==> config.mk <==
export PLATFORM = sky130hd
export DESIGN_NAME = pe_row_sequencer
export DESIGN_NICKNAME = d
export VERILOG_FILES = /design/src/rtl/pe_row_sequencer.sv
export SDC_FILE = /design/constraint.sdc
export NUM_CORES = 2
export LEC_CHECK = 0
export BUFFER_PORTS_ARGS = -buffer_cell sky130_fd_sc_hd__buf_2
export CORE_MARGIN = 2
export CORE_UTILIZATION = 56
export DETAILED_ROUTE_END_ITERATION = 8
export PLACE_DENSITY = 0.73
export RECOVER_POWER = 50
export SLEW_MARGIN = 20
export SYNTH_ARGS = -nofsm -noshare
export SYNTH_HDL_FRONTEND = slang
export SYNTH_SLANG_ARGS = --single-unit
export TNS_END_PERCENT = 30
==> constraint.sdc <==
create_clock -name clk -period 6.9 [get_ports clk]
set_input_delay 1.38 -clock clk [delete_from_list [all_inputs] [get_ports clk]]
set_output_delay 1.38 -clock clk [all_outputs]
set_load 0.01 [all_outputs]
==> src/rtl/pe_row_sequencer.sv <==
// Row-stationary PE initiator/collector: stores one ifmap tile and one filter,
// drives FIL_S chained passes per output row into a single PE and streams finished rows out.
`timescale 1ns/1ps
module pe_row_sequencer #(
  parameter int INWIDTH = 16,
  parameter int FIL_S   = 3,
  parameter int DI_W    = 7
) (
  input  logic                          clk,
  input  logic                          rst,
  input  logic                          filt_wr_en,
  input  logic [3:0]                    filt_wr_addr,
  input  logic signed [INWIDTH-1:0]     filt_wr_data,
  input  logic                          ifm_wr_en,
  input  logic [5:0]                    ifm_wr_addr,
  input  logic signed [INWIDTH-1:0]     ifm_wr_data,
  input  logic                          start,
  output logic                          busy,
  output logic                          done,
  output logic                          pe_start,
  output logic [FIL_S*INWIDTH-1:0]      pe_filter,
  output logic [DI_W*INWIDTH-1:0]       pe_data,
  output logic [(DI_W-FIL_S+1)*INWIDTH-1:0] pe_psum,
  input  logic                          pe_done,
  input  logic [(DI_W-FIL_S+1)*INWIDTH-1:0] pe_psum_in,
  output logic                          orow_valid,
  input  logic                          orow_ready,
  output logic [(DI_W-FIL_S+1)*INWIDTH-1:0] orow_data,
  output logic [2:0]                    orow_idx
);

  localparam int DO_W = DI_W - FIL_S + 1;
  localparam int KW   = (FIL_S > 1) ? $clog2(FIL_S) : 1;
  localparam logic [3:0]    FILT_N = 4'(FIL_S * FIL_S);
  localparam logic [5:0]    IFM_N  = 6'(DI_W * DI_W);
  localparam logic [KW-1:0] K_LAST = KW'(FIL_S - 1);
  localparam logic [2:0]    R_LAST = 3'(DO_W - 1);

  typedef enum logic [1:0] {IDLE, ISSUE, WAIT, EMIT} state_t;

  state_t                     state, state_nx;
  logic signed [INWIDTH-1:0]  filt_mem [FIL_S*FIL_S];
  logic signed [INWIDTH-1:0]  ifm_mem  [DI_W*DI_W];
  logic [2:0]                 r, r_nx;
  logic [KW-1:0]              k, k_nx;
  logic [DO_W*INWIDTH-1:0]    psum_acc, acc_nx;
  logic                       issue_ld;
  logic                       last_hs;

  function automatic logic [FIL_S*INWIDTH-1:0] filt_row(input logic [KW-1:0] kk);
    logic [FIL_S*INWIDTH-1:0] row;
    row = '0;
    for (int j = 0; j < FIL_S; j++)
      row[j*INWIDTH +: INWIDTH] = filt_mem[4'(int'(kk) * FIL_S + j)];
    return row;
  endfunction

  function automatic logic [DI_W*INWIDTH-1:0] ifm_row(input logic [2:0] rr, input logic [KW-1:0] kk);
    logic [DI_W*INWIDTH-1:0] row;
    int base;
    row  = '0;
    base = (int'(rr) + int'(kk)) * DI_W;
    for (int c = 0; c < DI_W; c++)
      row[c*INWIDTH +: INWIDTH] = ifm_mem[6'(base + c)];
    return row;
  endfunction

  // Storage is loaded by the global buffer only while idle; contents survive reset.
  always_ff @(posedge clk) begin
    if (filt_wr_en && state == IDLE && filt_wr_addr < FILT_N)
      filt_mem[filt_wr_addr] <= filt_wr_data;
    if (ifm_wr_en && state == IDLE && ifm_wr_addr < IFM_N)
      ifm_mem[ifm_wr_addr] <= ifm_wr_data;
  end

  always_ff @(posedge clk or negedge rst) begin
    if (!rst) state <= IDLE;
    else      state <= state_nx;
  end

  always_comb begin
    state_nx = state;
    r_nx     = r;
    k_nx     = k;
    issue_ld = 1'b0;
    last_hs  = 1'b0;
    case (state)
      IDLE: begin
        if (start) begin
          state_nx = ISSUE;
          r_nx     = '0;
          k_nx     = '0;
          issue_ld = 1'b1;
        end
      end
      ISSUE: state_nx = WAIT;
      WAIT: begin
        if (pe_done) begin
          if (k != K_LAST) begin
            state_nx = ISSUE;
            k_nx     = k + KW'(1);
            issue_ld = 1'b1;
          end else begin
            state_nx = EMIT;
          end
        end
      end
      EMIT: begin
        if (orow_ready) begin
          if (r != R_LAST) begin
            state_nx = ISSUE;
            r_nx     = r + 3'd1;
            k_nx     = '0;
            issue_ld = 1'b1;
          end else begin
            state_nx = IDLE;
            last_hs  = 1'b1;
          end
        end
      end
      default: state_nx = IDLE;
    endcase
  end

  // A returning partial sum feeds the very next pass, so it bypasses psum_acc here.
  assign acc_nx = (state == WAIT && pe_done) ? pe_psum_in : psum_acc;

  always_ff @(posedge clk or negedge rst) begin
    if (!rst) begin
      r         <= '0;
      k         <= '0;
      psum_acc  <= '0;
      done      <= 1'b0;
      pe_filter <= '0;
      pe_data   <= '0;
      pe_psum   <= '0;
    end else begin
      r        <= r_nx;
      k        <= k_nx;
      psum_acc <= acc_nx;
      done     <= last_hs;
      if (issue_ld) begin
        pe_filter <= filt_row(k_nx);
        pe_data   <= ifm_row(r_nx, k_nx);
        pe_psum   <= (k_nx == '0) ? '0 : acc_nx;
      end
    end
  end

  assign busy       = (state != IDLE);
  assign pe_start   = (state == ISSUE);
  assign orow_valid = (state == EMIT);
  assign orow_data  = psum_acc;
  assign orow_idx   = r;

endmodule

### Word level (Yosys, flattened, before mapping)

Memory sizes are Yosys's and may differ from the RTL's. A register that Yosys moved wholly into a read port is not among the register bits.
Cells that the tools add are included.

* memories kept: 2
* output and inout port bits: 327
* bits in registers: 168
* bits of input ports: 129
* memory bits (writable): 928
* word-level logic and storage cells: 81

Memories
* ifm_mem: words 49, width 16, read ports 7, clocked after Yosys merged registers in 7, write ports 1, RTL line 43 `logic signed [INWIDTH-1:0] ifm_mem [DI_W*DI_W];`
* filt_mem: words 9, width 16, read ports 3, clocked after Yosys merged registers in 3, write ports 1, RTL line 42 `logic signed [INWIDTH-1:0] filt_mem [FIL_S*FIL_S];`

* add/subtract/negate cells: 11
* reductions and logical operators: 19
* equality and inequality tests: 8
* multipliers: 2
* mux-type cells: 31
* $lt $le $gt $ge: 2

Operators by type and width (count)
* $mux W80: 2
* $add A6 B3 Y6 const B: 3
* $mux W2: 9
* $mux W1: 13
* $add A6 B2 Y6 const B: 2
* $logic_not A1 Y1: 10
* $mux W3: 3
* $add A4 B2 Y4 const B: 2
* $pmux W2 S4: 1
* $add A6 B1 Y6 const B: 1
* $lt A6 B6 Y1 const B: 1
* $mul A4 B3 Y6 const B: 1
* $ne A2 B2 Y1 const B: 3
* $pmux W2 S3: 1
* $pmux W3 S2: 1
* $logic_and A1 B1 Y1: 5
* $add A3 B2 Y4: 1
* $eq A2 B2 Y1 const B: 2
* $logic_not A2 Y1: 2
* $lt A4 B4 Y1 const B: 1
* $mul A2 B2 Y4 const B: 1
* $add A3 B1 Y3 const B: 1
* $ne A3 B3 Y1 const B: 1
* $pmux W1 S3: 1
* 5 further kinds: 5

### Logic depth before layout (Yosys ltp)

* word-level depth: 7
* gate-level depth with buffers: 30
* mapped depth without buffers: 19

### Worst setup path after synthesis

OpenSTA, ideal clock, no wires.

* kind: input to register
* start: in orow_ready
* end: reg pe_data[103] (read register of ifm_mem)
* library setup time: 0.121 ns
* path slack: -1.050 ns
* stages: 25
* arrival: 7.829 ns
* cell sequence: a21bo_1 -> a211o_1 -> a21boi_1 -> buf_4 -> buf_8 -> buf_6 -> buf_4 -> inv_1 -> ha_1 -> fa_1 -> xor2_1 -> fa_1 -> ha_1 -> buf_4 -> inv_1 -> clkbuf_1 -> clkbuf_1 -> ha_1 -> clkbuf_1 -> xor2_2 -> buf_2 -> mux4_2 -> nand2_1 -> o211ai_1 -> a22o_1

* word-level cells in the longest chain between the ends: 5
* elaborated cells between the ends (all ways): 9

RTL lines
* start: declaration: RTL line 27 `input logic orow_ready,`
* $mux W2: RTL line 109 `if (orow_ready) begin`
* $pmux W2 S3: RTL line 87 `case (state)`
* net k_nx[0]: RTL line 45 `logic [KW-1:0] k, k_nx;`
* $add A3 B2 Y4: RTL line 62 `base = (int'(rr) + int'(kk)) * DI_W;`
* $mul A4 B3 Y6: RTL line 62
* $add A6 B3 Y6: RTL line 64 `row[c*INWIDTH +: INWIDTH] = ifm_mem[6'(base + c)];`
* end: declaration: RTL line 22 `output logic [DI_W*INWIDTH-1:0] pe_data,`

The timed path passes the listed nets, and every way through them passes these cells.
A chain may end at the register's enable or synchronous reset.

### Worst setup path after layout

* start: reg state[0]
* end: reg pe_data[111] (read register of ifm_mem)

* word-level cells in the longest chain between the ends: 5
* elaborated cells between the ends (all ways): 9

RTL lines
* start: declaration: RTL line 41 `state_t state, state_nx;`
* start signal: assignment: RTL line 78 `else state <= state_nx;`
* $eq A2 B2 Y1 or $logic_not A2 Y1 (tied branches): RTL line 87
* $pmux W2 S3 *: RTL line 87
* net k_nx[0]: RTL line 45
* $add A3 B2 Y4 *: RTL line 62
* $mul A4 B3 Y6 *: RTL line 62
* $add A6 B3 Y6 *: RTL line 64

The timed path passes the listed nets; every way through them passes the cells marked *.

==> impl_metrics.env <==
export IMPL_post_route_util=0.643
export IMPL_cts_resized_gates=0
export IMPL_route_vias_total=57700
export IMPL_drt_vias_per_instance=7.74
export IMPL_fin_crit_ns=6.53
export IMPL_crit_arrival_ns=7.24
export IMPL_synth_largest_area_cell="edfxtp_1"
export IMPL_floorplan_die_height_um=377
export IMPL_insertion_delay_of_the_later_clocked_pin_in_the_worst_skew_pair_ns=0.82
export IMPL_wl_met2_mm=132
export IMPL_detail_route_wirelength_met1_mm=99.8
export IMPL_proportion_of_layout_cells_with_a_drive_suffix_above_1=0.397
export IMPL_synth_seq_cells=1256
export IMPL_grt_first_pass_wirelength_mm=427
export IMPL_finalCritPeriodShare=0.946
export IMPL_wirelength_mm=309
export IMPL_cp_data_required_time_ns=7.61
export IMPL_die_area_sq_um=142000
export IMPL_detail_route_antenna_nets=0
export IMPL_route_detailed_drc=0
export IMPL_nets=5680
export IMPL_tritoncts_buffer_count=142
export IMPL_post_cts_buffers=0
export IMPL_hold_class="reg -> reg"
export IMPL_dr_wl_met3_mm=49.6
export IMPL_worst_setup_hold_path_clk_slew_ns=0.06
export IMPL_timing_hold_worst_path_depth=2
export IMPL_via_count_of_the_first_global_routing_pass=54900
export IMPL_timing_reg2reg_worst_path_depth=19
export IMPL_synth_lib_cells_used_distinct=85
export IMPL_synth_edff_count=928
export IMPL_detailedRoute_firstPassIterationCount=7
export IMPL_worst_slack_ns=0.371
export IMPL_start_util=0.566
export IMPL_netlist_area_leader_share=0.358
export IMPL_routabilityCongestion=1.01
export IMPL_cts_max_level=4
export IMPL_outcome="finished with violations"
export IMPL_grt_overflow_total=0
export IMPL_port_buffer_count=455
export IMPL_worstSetupStartpointType="flop"
export IMPL_top_layer_used="met5"
export IMPL_num_clock_sinks=1256
export IMPL_die_width_um=377
export IMPL_setup_violations_final=0
export IMPL_area_growth_pct=13.6
export IMPL_worstSetupEndpointType="flop"
export IMPL_fillers=9894
export IMPL_ys_top_cells_by_area="edfxtp_1 (36%), mux4_2 (31%), dfrtp_1 (11%)"
export IMPL_fp_row_count=136
export IMPL_fin_worst_skew_ns=0.0480
export IMPL_synth_avg_cell_area_sq_um=15.4
export IMPL_synth_yosys_seq_area_share=0.463
export IMPL_fmax_mhz=153
export IMPL_post_cts_hold_buffer_count=0
export IMPL_design_core_area_sq_um=138000
export IMPL_timing_max_cap_violations=23
export IMPL_clock_tree_from_tritoncts="yes"
export IMPL_place_detailed_hpwl_mm=212
export IMPL_syn_num_nets=5232
export IMPL_clock_root_buffer="clkbuf_16"
export IMPL_synth_warnings=0
export IMPL_postSynthCellCount=5070
export IMPL_initialDrtViolationCount=9312
export IMPL_finalHoldWorstSlack_ns=0.475
export IMPL_worst_tran_pin_value_ns=4.71
export IMPL_detail_route_wl_per_cell_um=41.5
export IMPL_initial_antenna_violation_count=43
export IMPL_slew_limit_headroom=-2.14
export IMPL_finalHoldViolations=0
export IMPL_path_class="reg -> reg"
export IMPL_mappedNetlistArea_sq_um=77900
export IMPL_detailedPlace_worstSlack_ns=-0.155
export IMPL_rsz_0062_raised_after_global_routing="no"
export IMPL_number_of_max_slew_violations_in_the_final_report=1107
export IMPL_design_portCount=456
export IMPL_failed_checks="max-capacitance violations, max-slew violations"
export IMPL_dominantRegCellSynth="edfxtp_1"
export IMPL_critical_path_peak_fanout=9
export IMPL_grtUsageTotal=0.435
export IMPL_maximum_number_of_pins_on_one_net_before_global_route_repair=153
export IMPL_ctsLongestPathBuffers=3
export IMPL_ys_async_sr_fraction=0.261
## stage by stage
step	cells	area (sq um)	setup TNS, ns
6_report	7454	88600	0
3_3_place_gp	7168	83800	-0.0308
2_1_floorplan	5070	78000	0
4_1_cts	7430	88700	0
5_1_grt	7444	88600	0
3_5_place_dp	7168	83800	-0.189
## per-layer routing
layer  vias to the layer above  global-route usage
met5                         -                   0
met2                      5087               0.616
met1                     29500               0.546
li1                      22000                   -
met3                      1107               0.170
met4                        26               0.316
## cells in the mapped netlist, types with 16 or more instances
cell,count
a2111oi_0,26
a211o_1,23
a211oi_1,37
a21oi_1,114
a221o_1,28
a22oi_1,29
a311oi_1,17
a31oi_1,51
a32oi_1,24
and2_1,20
and3_1,27
buf_1,24
buf_2,167
buf_4,80
buf_6,24
clkbuf_1,173
dfrtp_1,328
edfxtp_1,928
ha_1,28
inv_1,26
mux2_2,126
mux2i_1,430
mux4_2,1058
nand2_1,407
nand2b_1,101
nand3_1,64
nor2_1,209
nor2b_1,25
nor3_1,54
o211ai_1,34
o21ai_0,150
o22ai_1,58
xnor2_1,16
## cells in the final DEF, fill, tap and decap left out, drive strengths merged, types with 23 or more instances in the layout
cell type,n
clkinv,53
and3,27
dfrtp,328
mux2i,430
a211o,23
a32oi,24
nor2,210
diode,24
o22ai,58
inv,33
ha,28
mux4,1058
a31oi,51
nand2b,101
a21oi,116
a221o,28
nand3,64
o21ai,153
a22oi,29
buf,726
nor3,55
o211ai,34
a2111oi,26
edfxtp,928
mux2,126
nand2,407
a211oi,38
nor2b,25
clkbuf,237
## worst max-delay path: stages (launching register included)
cell	delay, ns
dfrtp_1	0.45
inv_1	0.09
ha_1	0.32
nor2b_1	0.20
a211o_1	0.31
a21boi_4	0.17
inv_1	0.09
ha_4	0.19
fa_2	0.65
fa_1	0.45
ha_4	0.20
fa_4	0.76
buf_4	0.25
xnor2_2	0.59
buf_12	0.21
buf_4	0.23
nor3_1	0.08
a2111oi_0	0.75
o21ai_0	0.19
a31oi_1	0.21
## cell families after synthesis
family / Yosys count / share of synthesized area
multiplexers: 1614 / 0.379
flip-flops: 1256 / 0.463
AND/OR/NAND/NOR: 948 / 0.0547
AO/OA/AOI/OAI: 689 / 0.0595
buffers and inverters: 499 / 0.0332
adder cells (fa/ha/maj): 33 / 0.00578
XOR/XNOR: 31 / 0.00485
## sequential cells by signal, indices dropped and copies added, names as in the netlist
signal and flops:
done 1, filt_mem 144, ifm_mem 784, k 2, orow_data 80, orow_idx 3, pe_data 112, pe_filter 48
pe_psum 80, state 2
## final timing paths
path                        startpoint            to  slack, ns
max reg2reg                   state[0]  pe_data[111]       0.37
max in group asynchronous          rst   pe_data[18]       0.77
max                           state[0]  pe_data[111]       0.37
min in group asynchronous          rst  pe_filter[6]       2.25
min reg2reg                pe_psum[38]   pe_psum[38]       0.47
min                        pe_psum[38]   pe_psum[38]       0.47
## area by class of cell
type	instances	area [sq um]	share of cell area
antenna	24	60.1	0.000678
clock buffer	188	4020	0.0453
clock inverter	74	831	0.00938
inverter	28	111	0.00126
multi-input combinational	3315	39800	0.450
sequential	1256	36100	0.407
tap	1794	2240	0.0253
timing repair buffer	775	5400	0.0610
Power is not shown: default switching activity piles up to over one toggle a cycle in this logic, so the estimate is an artifact.
